`src/rtl/oaat_pkg.sv`:
```
// Shared constants and the one-at-a-time hash arithmetic used by every
// pipeline stage and by the final avalanche stage.
package oaat_pkg;

  localparam int HASH_W   = 32;
  localparam int MIX_SHL  = 12;
  localparam int MIX_SHR  = 3;
  localparam int FIN_SHL0 = 6;
  localparam int FIN_SHR  = 12;
  localparam int FIN_SHL1 = 12;

  // Absorb one key byte into the running hash (all ops modulo 2^32).
  function automatic logic [HASH_W-1:0] oaat_byte_step(input logic [HASH_W-1:0] h,
                                                       input logic [7:0]        b);
    logic [HASH_W-1:0] t;
    t = h + {{(HASH_W-8){1'b0}}, b};
    t = t + (t << MIX_SHL);
    t = t ^ (t >> MIX_SHR);
    return t;
  endfunction

  function automatic logic [HASH_W-1:0] oaat_final(input logic [HASH_W-1:0] h);
    logic [HASH_W-1:0] t;
    t = h + (h << FIN_SHL0);
    t = t ^ (t >> FIN_SHR);
    t = t + (t << FIN_SHL1);
    return t;
  endfunction

endpackage

```
`src/rtl/oaat_mix_stage.sv`:
```
// One registered byte step: hashes the most significant remaining key byte
// and forwards the rest of the key, the valid bit and the tag; holds on stall.
module oaat_mix_stage
  import oaat_pkg::*;
#(
  parameter int IN_BYTES = 6,
  parameter int TAG_W    = 8,
  localparam int OUT_KW  = (IN_BYTES > 1) ? (IN_BYTES - 1) * 8 : 1
) (
  input  logic                  clk,
  input  logic                  reset,
  input  logic                  advance,
  input  logic                  up_valid,
  input  logic [HASH_W-1:0]     up_hash,
  input  logic [IN_BYTES*8-1:0] up_key,
  input  logic [TAG_W-1:0]      up_tag,
  output logic                  valid,
  output logic [HASH_W-1:0]     hash,
  output logic [OUT_KW-1:0]     rem_key,
  output logic [TAG_W-1:0]      tag
);

  // Data registers load regardless of up_valid so bubbles stay deterministic.
  always_ff @(posedge clk) begin
    if (reset) begin
      valid <= 1'b0;
      hash  <= '0;
      tag   <= '0;
    end else if (advance) begin
      valid <= up_valid;
      hash  <= oaat_byte_step(up_hash, up_key[IN_BYTES*8-1 -: 8]);
      tag   <= up_tag;
    end
  end

  if (IN_BYTES > 1) begin : g_key
    always_ff @(posedge clk) begin
      if (reset) begin
        rem_key <= '0;
      end else if (advance) begin
        rem_key <= up_key[OUT_KW-1:0];
      end
    end
  end else begin : g_no_key
    assign rem_key = '0;
  end

endmodule

```
`src/rtl/oaat_hash_pipe.sv`:
```
// Fully pipelined one-at-a-time hash: KEY_BYTES byte stages plus a final stage.
// Define OAAT_SEED_EN to start each key from in_seed instead of zero.
module oaat_hash_pipe
  import oaat_pkg::*;
#(
  parameter int KEY_BYTES = 6,
  parameter int OUT_W     = 32,
  parameter int TAG_W     = 8
) (
  input  logic                   clk,
  input  logic                   reset,
  input  logic                   in_valid,
  output logic                   in_ready,
  input  logic [KEY_BYTES*8-1:0] in_key,
  input  logic [TAG_W-1:0]       in_tag,
  input  logic [HASH_W-1:0]      in_seed,
  output logic                   out_valid,
  input  logic                   out_ready,
  output logic [OUT_W-1:0]       out_hash,
  output logic [TAG_W-1:0]       out_tag
);

  logic              advance;
  logic [HASH_W-1:0] seed_h;
  logic              unused_tail;

  // The whole pipeline moves together; only a held result can stall it.
  assign advance  = !out_valid || out_ready;
  assign in_ready = advance;

`ifdef OAAT_SEED_EN
  assign seed_h = in_seed;
`else
  logic unused_seed;
  assign seed_h      = '0;
  assign unused_seed = ^in_seed;
`endif

  for (genvar k = 0; k < KEY_BYTES; k++) begin : g_stage
    localparam int IN_B   = KEY_BYTES - k;
    localparam int OUT_KW = (IN_B > 1) ? (IN_B - 1) * 8 : 1;

    logic              up_valid;
    logic [HASH_W-1:0] up_hash;
    logic [IN_B*8-1:0] up_key;
    logic [TAG_W-1:0]  up_tag;
    logic              valid;
    logic [HASH_W-1:0] hash;
    logic [OUT_KW-1:0] rem_key;
    logic [TAG_W-1:0]  tag;

    if (k == 0) begin : g_head
      assign up_valid = in_valid;
      assign up_hash  = seed_h;
      assign up_key   = in_key;
      assign up_tag   = in_tag;
    end else begin : g_body
      assign up_valid = g_stage[k-1].valid;
      assign up_hash  = g_stage[k-1].hash;
      assign up_key   = g_stage[k-1].rem_key;
      assign up_tag   = g_stage[k-1].tag;
    end

    oaat_mix_stage #(
      .IN_BYTES (IN_B),
      .TAG_W    (TAG_W)
    ) u_mix (
      .clk      (clk),
      .reset    (reset),
      .advance  (advance),
      .up_valid (up_valid),
      .up_hash  (up_hash),
      .up_key   (up_key),
      .up_tag   (up_tag),
      .valid    (valid),
      .hash     (hash),
      .rem_key  (rem_key),
      .tag      (tag)
    );
  end

  // The last byte stage has no key left; its constant one-bit key output is discarded.
  assign unused_tail = ^g_stage[KEY_BYTES-1].rem_key;

  always_ff @(posedge clk) begin
    if (reset) begin
      out_valid <= 1'b0;
      out_hash  <= '0;
      out_tag   <= '0;
    end else if (advance) begin
      out_valid <= g_stage[KEY_BYTES-1].valid;
      out_hash  <= OUT_W'(oaat_final(g_stage[KEY_BYTES-1].hash));
      out_tag   <= g_stage[KEY_BYTES-1].tag;
    end
  end

endmodule

```
`config.mk`:
```
export PLATFORM = sky130hd
export DESIGN_NAME = oaat_hash_pipe
export DESIGN_NICKNAME = d
export VERILOG_FILES = /design/src/rtl/oaat_pkg.sv /design/src/rtl/oaat_mix_stage.sv /design/src/rtl/oaat_hash_pipe.sv
export SDC_FILE = /design/constraint.sdc
export NUM_CORES = 1
export LEC_CHECK = 0
export ABC_AREA = 1
export CAP_MARGIN = 20
export CORE_MARGIN = 2
export CORE_UTILIZATION = 40
export CTS_CLUSTER_DIAMETER = 50
export DETAILED_ROUTE_END_ITERATION = 10
export SETUP_SLACK_MARGIN = 0.05
export SLEW_MARGIN = 20
export SYNTH_ARGS = -nofsm -noshare
export SYNTH_HDL_FRONTEND = slang
export SYNTH_HIERARCHICAL = 1
export SYNTH_SLANG_ARGS = --single-unit
```
`constraint.sdc`:
```
create_clock -name clk -period 4.9 [get_ports clk]
set_input_delay 0.735 -clock clk [delete_from_list [all_inputs] [get_ports clk]]
set_output_delay 0.735 -clock clk [all_outputs]
set_load 0.005 [all_outputs]
```
# [After elaboration in Yosys (flattened, before gate mapping)]
# Index checks and enable logic that the tools add are counted.
[totals] regBits=407 input_bits=92 output_inout_bits=42
[classes] addsub=13 bitwise_logic=7 reduce_logical=2
[ops] cell="$add 32x32->32" count=7
[ops] cell="$xor 32x29->32" count=6
[ops] cell="$add 32x8->32" count=5
[ops] cell="$xor 32x20->32" count=1
[ops] cell="$add 8x20->21" count=1
[ops] cell="$logic_not 1->1" count=1
[ops] cell="$logic_or 1x1->1" count=1

# [Longest topological paths before layout]
# Gate-level depths: netlist of the first run.
[logic_depth] word_depth=3 ltp_mapped=29 depth_no_buf=29

# [Cells and area by module]
# The synthesis of the first run kept the hierarchy.
[modules_own_cells] mod="oaat_mix_stage (g_stage[0].u_mix)" instances=1 cells_each=893 area_each_um2=5622.9 seq_area_each_um2=1621.6
[modules_own_cells] mod="oaat_mix_stage (g_stage[1].u_mix)" instances=1 cells_each=846 area_each_um2=5196.2 seq_area_each_um2=1461.4
[modules_own_cells] mod="oaat_mix_stage (g_stage[2].u_mix)" instances=1 cells_each=827 area_each_um2=4971.0 seq_area_each_um2=1301.2
[modules_own_cells] mod="oaat_mix_stage (g_stage[3].u_mix)" instances=1 cells_each=776 area_each_um2=4757.1 seq_area_each_um2=1141.1
[modules_own_cells] mod="oaat_hash_pipe" instances=1 cells_each=803 area_each_um2=4744.6 seq_area_each_um2=820.8
[modules_own_cells] mod="oaat_mix_stage (g_stage[4].u_mix)" instances=1 cells_each=741 area_each_um2=4483.0 seq_area_each_um2=980.9
[modules_own_cells] mod="oaat_mix_stage (g_stage[5].u_mix)" instances=1 cells_each=712 area_each_um2=4380.5 seq_area_each_um2=820.8

# [Worst setup path before layout of the first run]
# OpenSTA, ideal clock, no wires.
[synth_timing] kind="reg-to-reg" start="register g_stage[4].u_mix.hash[0]" end="register g_stage[5].u_mix.hash[21]" setup_ns=0.113 arrival_ns=3.340 required_time_ns=4.787 setup_slack_ns=1.447 path_stages_with_launch=27 cell_sequence="dfxtp_1 > ha_1 > fa_1 > nand3_1 > nand2_1 > nand3_1 > nand2_2 > xor2_1 > ha_1 > inv_1 > fa_1 > inv_1 > nand2_1 > o21ai_0 > inv_1 > nor2_1 > nand2_2 > nand2_2 > nand2_4 > nand2_4 > nand2_1 > nand3_1 > nand2_2 > nand2_1 > nand2_1 > o21ai_1 > inv_1"
[synth_via] elab_chain_cells=3
[synth_lines] element="from (decl)" line="oaat_mix_stage.sv:18" text="output logic [HASH_W-1:0] hash,"
[synth_lines] element="from (signal assigned)" line="oaat_mix_stage.sv:31" text="hash <= oaat_byte_step(up_hash, up_key[IN_BYTES*8-1 -: 8]);"
[synth_lines] element="$add 32x8->32" line="oaat_pkg.sv:16" text="t = h + {{(HASH_W-8){1'b0}}, b};"
[synth_lines] element="$add 32x32->32" line="oaat_pkg.sv:17" text="t = t + (t << MIX_SHL);"
[synth_lines] element="$xor 32x29->32" line="oaat_pkg.sv:18" text="t = t ^ (t >> MIX_SHR);"
[synth_lines] element="to (signal assigned)" line="oaat_mix_stage.sv:31"
[synth_lines] element="to (decl)" line="oaat_mix_stage.sv:18"
# No other way between the ends.
# A chain may end at the register's enable or synchronous reset.

# [Worst setup path after layout of the first run]
[layout_timing] start="register g_stage[5].u_mix.hash[4]" end="register out_hash[25]"
[layout_via] elab_chain_cells=3
[layout_lines] element="$add 32x32->32" line="oaat_pkg.sv:24" text="t = h + (h << FIN_SHL0);"
[layout_lines] element="$xor 32x20->32" line="oaat_pkg.sv:25" text="t = t ^ (t >> FIN_SHR);"
[layout_lines] element="$add 32x32->32" line="oaat_pkg.sv:26" text="t = t + (t << FIN_SHL1);"
[layout_lines] element="to (signal assigned)" line="oaat_hash_pipe.sv:92" text="out_hash <= OUT_W'(oaat_final(g_stage[KEY_BYTES-1].hash));"
[layout_lines] element="to (decl)" line="oaat_hash_pipe.sv:19" text="output logic [OUT_W-1:0] out_hash,"
# No other way between the ends.

==> flow_summary.yaml, run 1 <==
clocking:
  post-cts-setup-buffers: 0
  clock-sinks: 407
  clock_latency_ps: 660
  ctsHoldBuffers: 0
  cts_made_buffers: 59
  clk_path_buf_depth: 3
  cts_resized: 0
  htree_levels: 2
  cts-root-buf: "clkbuf_16"
  cts_tree: "built"
  clkSlewWorstSetupHoldPaths_ps: 60
placement:
  place_congestion: 0.938
  portBuffers: 101
  place_hpwl_mm: 75.8
  place_inst: 6818
sta:
  finalSetupViolCount: 0
  finalClockSkew_ps: 60.1
  rsz0062_at_grt: "false"
  slew_viol_final: 0
  worst_slew_pin_slew_ps: 1050
  timing.final.hold_violations: 0
  period_minus_slack_ps: 4080
  fin_hold_ws_ps: 444
  tns_ps: 0
  fmax_ghz: 0.245
  relSlewSlack_pct: 29.8
  period_share_pct: 83.2
critical_path:
  crit_type: "reg -> reg"
  cp.arrival_ps: 4640
  ff2ff_setup_slack_ps: 820
  reg2regPathDepth: 26
  worst-path-buf-inv: 3
  crit_family: "simple AND/OR/NAND/NOR gates"
  crit_path_top_delay_cell: "dfxtp_1"
  required_ps: 5460
  rr_endpoint: "out_hash[25]$_SDFFE_PP0P_"
  endpoint_kind: "flip-flop"
  crit_fanout: 5
  slowest_delay_ps: 530
  start_kind: "flip-flop"
  cpMostUsedCell: "nand2_1"
  r2r_start: "g_stage[5].u_mix/hash[4]$_SDFFE_PP0P_"
drt:
  wl_mm: 96.0
  post_drt_via_cell_ratio: 4.81
  first_pass_iters: 5
  ant_nets: 0
  initialDrtViolationCount: 2120
  route.vias.total: 33362
  drc: 0
  post_drt_wl_per_cell_um: 13.9
power:
  vdd_drop_max_v: 0.000376
  p_leak_nw: 20.3
  powerDensity_nw_per_um2: 588
  power_mw: 22.7
  pwr-share-seq_pct: 21.8
  power.internal_mw: 11.5
  netSwitchingFraction_pct: 49.3
  p_sw_mw: 11.2
  clock_power_share_pct: 19.4
  p_comb_share_pct: 58.9
floorplan:
  coreArea_um2: 84900
  dieHeight_um: 296
  dieArea_um2: 87700
  num_rows: 107
  die_w_um: 296
  initial_utilization_pct: 40.2
  io-pin-count: 134
grt:
  grt_max_degree: 202
  grt_pass1_vias: 30257
  track_usage_pct: 21.5
  grt_pass1_wl_mm: 155
  antenna_found_initial: 0
  grt.overflow.total: 0
finish:
  fillers: 9251
  final_common_cell: "nand2_1"
  final_cell_mix: "1,603 x nand2_1, 736 x inv_1, 704 x nor2_1"
  layout-drive-gt1-share_pct: 7.09
  instances_no_fill: 6929
  register_area_um2: 8150
  nets: 6029
  num_antenna_cells: 0
  multi_input_area_um2: 22900
  syn_to_final_growth_pct: 13.1
yosys:
  netlist_area_um2: 34100
  syn-mean-instance-area_um2: 6.10
  synthCells: 5596
  yosysWarnings: 6
run:
  maxCapViolations: 0
worst_hold_path:
  min_path_type: "reg -> reg"
  hold-path-endpoint: "g_stage[2].u_mix/rem_key[12]$_SDFFE_PP0P_"
  hold_depth: 2
  hp-start: "g_stage[1].u_mix/rem_key[12]$_SDFFE_PP0P_"
status:
  outcome: "complete, no violations"
-- power by group through the flow --
stage | Combinational, mW | Sequential (mW) | Clock [mW]
4_1_cts | 13.3 | 4.95 | 4.50
6_report | 13.4 | 4.95 | 4.40
2_1_floorplan | 9.96 | 4.73 | 0
3_3_place_gp | 13.1 | 5.01 | 0
5_1_grt | 15.1 | 5.06 | 4.65
3_5_place_dp | 13.2 | 5.02 | 0
-- state kept, by name (all words and copies together) (netlist names) --
register,flops
out_hash,32
g_stage.u_mix/hash,192
g_stage.u_mix/tag,48
out_tag,8
out_valid,1
g_stage.u_mix/valid,6
g_stage.u_mix/rem_key,120
-- tightest hold or removal path, delay by kind of cell (launching register included) --
family             cells  cell delay, ps
and+or+nand+nor        1              60
AOI/OAI and AO/OA      1              50
DFF                    1             310
-- how the worst max path moves through the flow --
stage	startpoint	end	depth (start not counted)
after floorplan	g_stage[4].u_mix/hash[0]$_SDFFE_PP0P_	g_stage[5].u_mix/hash[21]$_SDFFE_PP0P_	26
after global placement	g_stage[4].u_mix/hash[0]$_SDFFE_PP0P_	g_stage[5].u_mix/hash[22]$_SDFFE_PP0P_	26
after detailed placement	g_stage[4].u_mix/hash[0]$_SDFFE_PP0P_	g_stage[5].u_mix/hash[22]$_SDFFE_PP0P_	26
after CTS	g_stage[4].u_mix/hash[0]$_SDFFE_PP0P_	g_stage[5].u_mix/hash[26]$_SDFFE_PP0P_	26
after global routing	g_stage[4].u_mix/hash[0]$_SDFFE_PP0P_	g_stage[5].u_mix/hash[27]$_SDFFE_PP0P_	26
final	g_stage[5].u_mix/hash[4]$_SDFFE_PP0P_	out_hash[25]$_SDFFE_PP0P_	26
-- metal layers --
metal / routed length [um] / vias up / GRT usage (%)
met5: 0 / - / 0
met4: 1730 / 0 / 4.59
met3: 4160 / 108 / 2.41
met2: 42300 / 548 / 34.3
met1: 47800 / 14879 / 31.1
li1: - / 17827 / -
-- through the flow --
step                setup slack, ps  cell area, um2  util, %
floorplan                      1450           34500        -
global placement                833           36500     43.0
detailed placement              804           36500     43.0
CTS                             839           38600     45.5
global route                    386           38600     45.5
finish                          823           38600     45.5
-- area by class of cell --
| cell class | instances | share of cell area, % |
|---|---|---|
| clock buffers | 69 | 4.02 |
| multi-input cells | 4386 | 59.3 |
| clock inverters | 42 | 1.38 |
| well taps | 1144 | 3.71 |
| flip-flops and latches | 407 | 21.1 |
| inverters | 767 | 7.48 |
| repair buffers | 114 | 3.01 |
No activity file was read; power rests on OpenSTA's default activity.
==> run 2, diff against run 1 <==
- clock period: 4.9 -> 3.4 ns (I/O delays scaled with it)
==> run 2 against run 1 <==
Against the previous run:
- cell count increased by 9.4%
- register-to-register slack lost 790 ps
- via count up 9.9%
- clock skew shrank 36 ps
- count of clock-buffer cells in the layout decreased by 4
- die area is the same
- sequential share of layout area is 4.1 points lower
- first-iteration DRC count is 1.7% lower
- clock power rose by 44%
- critical path depth down 1
- routed wire length rose by 13%
- cell area up 27%
- critical path type unchanged
- largest cell class unchanged
- highest routed layer unchanged
==> flow_summary.yaml, run 2 (synthesized netlist as in run 1, its figures left out) <==
drt:
  drc: 0
  wl_mm: 109
  route.vias.total: 36681
  initialDrtViolationCount: 2083
  ant_nets: 0
  first_pass_iters: 8
  post_drt_wl_per_cell_um: 14.4
  post_drt_via_cell_ratio: 4.84
floorplan:
  num_rows: 107
  initial_utilization_pct: 40.2
  io-pin-count: 134
  coreArea_um2: 84900
  dieArea_um2: 87700
  dieHeight_um: 296
  die_w_um: 296
finish:
  final_common_cell: "nand2_1"
  largest_reg_flops: 192
  num_antenna_cells: 0
  final_cell_mix: "1,356 x nand2_1, 691 x inv_1, 617 x buf_4"
  instances_no_fill: 7580
  reg_top3: "g_stage.u_mix/hash x192, g_stage.u_mix/rem_key x120, g_stage.u_mix/tag x48"
  final_util_pct: 57.7
  nets: 6684
  fillers: 8062
  layout-drive-gt1-share_pct: 30.7
  top_register: "g_stage.u_mix/hash"
  syn_to_final_growth_pct: 43.3
power:
  p_comb_share_pct: 68.7
  powerDensity_nw_per_um2: 885
  netSwitchingFraction_pct: 46.5
  power.internal_mw: 23.2
  vdd_drop_max_v: 0.000806
  clock_power_share_pct: 14.6
  pwr-share-seq_pct: 16.8
  p_sw_mw: 20.1
  p_leak_nw: 24.8
placement:
  portBuffers: 101
  place_inst: 7378
  place_hpwl_mm: 82.4
  place_congestion: 0.921
run:
  maxCapViolations: 0
clocking:
  ctsHoldBuffers: 0
  cts_made_buffers: 57
  htree_levels: 2
  clk_path_buf_depth: 3
  clock_latency_ps: 650
  cts-root-buf: "clkbuf_16"
  clkSlewWorstSetupHoldPaths_ps: 60
  cts_tree: "built"
  clock-sinks: 407
grt:
  grt_max_degree: 84
  grt.overflow.total: 0
  track_usage_pct: 23.1
  grt_pass1_vias: 33235
  grt_pass1_wl_mm: 166
  antenna_found_initial: 0
sta:
  fin_hold_ws_ps: 296
  finalSetupViolCount: 0
  worst_slew_pin_slew_ps: 766
  finalClockSkew_ps: 23.6
  relSlewSlack_pct: 48.9
  timing.final.hold_violations: 0
  rsz0062_at_grt: "true"
  period_minus_slack_ps: 3360
  fmax_ghz: 0.297
  slew_viol_final: 0
  period_share_pct: 98.9
worst_hold_path:
  hp-start: "reset"
  min_path_type: "in -> reg"
critical_path:
  cpMostUsedCell: "nand2_4"
  crit_type: "reg -> reg"
  crit_fanout: 4
  r2r_start: "g_stage[4].u_mix/hash[7]$_SDFFE_PP0P_"
  cp-startpoint: "g_stage[4].u_mix/hash[7]$_SDFFE_PP0P_"
  cp.arrival_ps: 3880
  required_ps: 3920
  endpoint_kind: "flip-flop"
  crit_path_top_delay_cell: "dfxtp_2"
  slowest_delay_ps: 340
  start_kind: "flip-flop"
status:
  outcome: "complete, no violations"
run 2: final timing paths:
kind / end / slack (ps) / depth (start not counted)
worst min register to register: g_stage[4].u_mix/rem_key[7]$_SDFFE_PP0P_ / 430 / 2
worst max-delay path: g_stage[5].u_mix/hash[19]$_SDFFE_PP0P_ / 40 / 25
worst max register to register: g_stage[5].u_mix/hash[19]$_SDFFE_PP0P_ / 40 / 25
worst min-delay path: g_stage[3].u_mix/rem_key[9]$_SDFFE_PP0P_ / 300 / 2
run 2: power groups by stage:
stage	registers (mW)	logic (mW)	clock network, mW
finish	7.27	29.8	6.32
detailed placement	7.04	23.5	0
CTS	7.09	25.0	6.45
floorplan	6.81	14.4	0
global placement	7.03	23.4	0
global route	7.41	32.6	6.65
run 2: final cells by class:
class | count | area (um2) | share of cell area (%)
well taps | 1144 | 1430 | 2.92
clock buffers | 65 | 1530 | 3.12
repair buffers | 771 | 6350 | 13.0
multi-input cells | 4386 | 27900 | 57.0
inverters | 767 | 2910 | 5.94
flip-flops and latches | 407 | 8310 | 17.0
clock inverters | 40 | 513 | 1.05
run 2: worst max-delay path, delay by kind of cell (launching register included):
kind	cells	cell delay (ps)
flip-flops	1	340
adder cells (fa/ha/maj)	2	630
AND/OR/NAND/NOR	14	1220
AO/OA/AOI/OAI	2	280
buffers and inverters	5	480
XOR/XNOR	2	290
run 2: per-layer routing:
| layer | routed length [um] | track usage (%) | up-vias | share of wire, % |
|---|---|---|---|---|
| met3 | 4000 | 2.33 | 136 | 3.7 |
| met4 | 2020 | 5.37 | 0 | 1.9 |
| li1 | - | - | 19112 | - |
| met2 | 51900 | 38.8 | 605 | 48 |
| met1 | 50900 | 31.8 | 16828 | 47 |
| met5 | 0 | 0 | - | 0 |
run 2: metrics by stage:
step / power, mW / setup WS, ps / cell area, um2 / TNS (ps)
6_report: 43.3 / 37.8 / 48900 / 0
5_1_grt: 46.6 / -149 / 48900 / -3300
4_1_cts: 38.6 / 27.6 / 44500 / 0
3_5_place_dp: 30.6 / -233 / 40800 / -8900
3_3_place_gp: 30.4 / -200 / 40800 / -5720
2_1_floorplan: 21.2 / 82.4 / 34500 / 0
run 2: repair_timing:
action / CTS / global route
cloned: 0 / 0
gates resized for setup: 271 / 965
pin swaps: 91 / 476
endpoints found under the setup margin: 103 / 108
setup buffers: 29 / 70
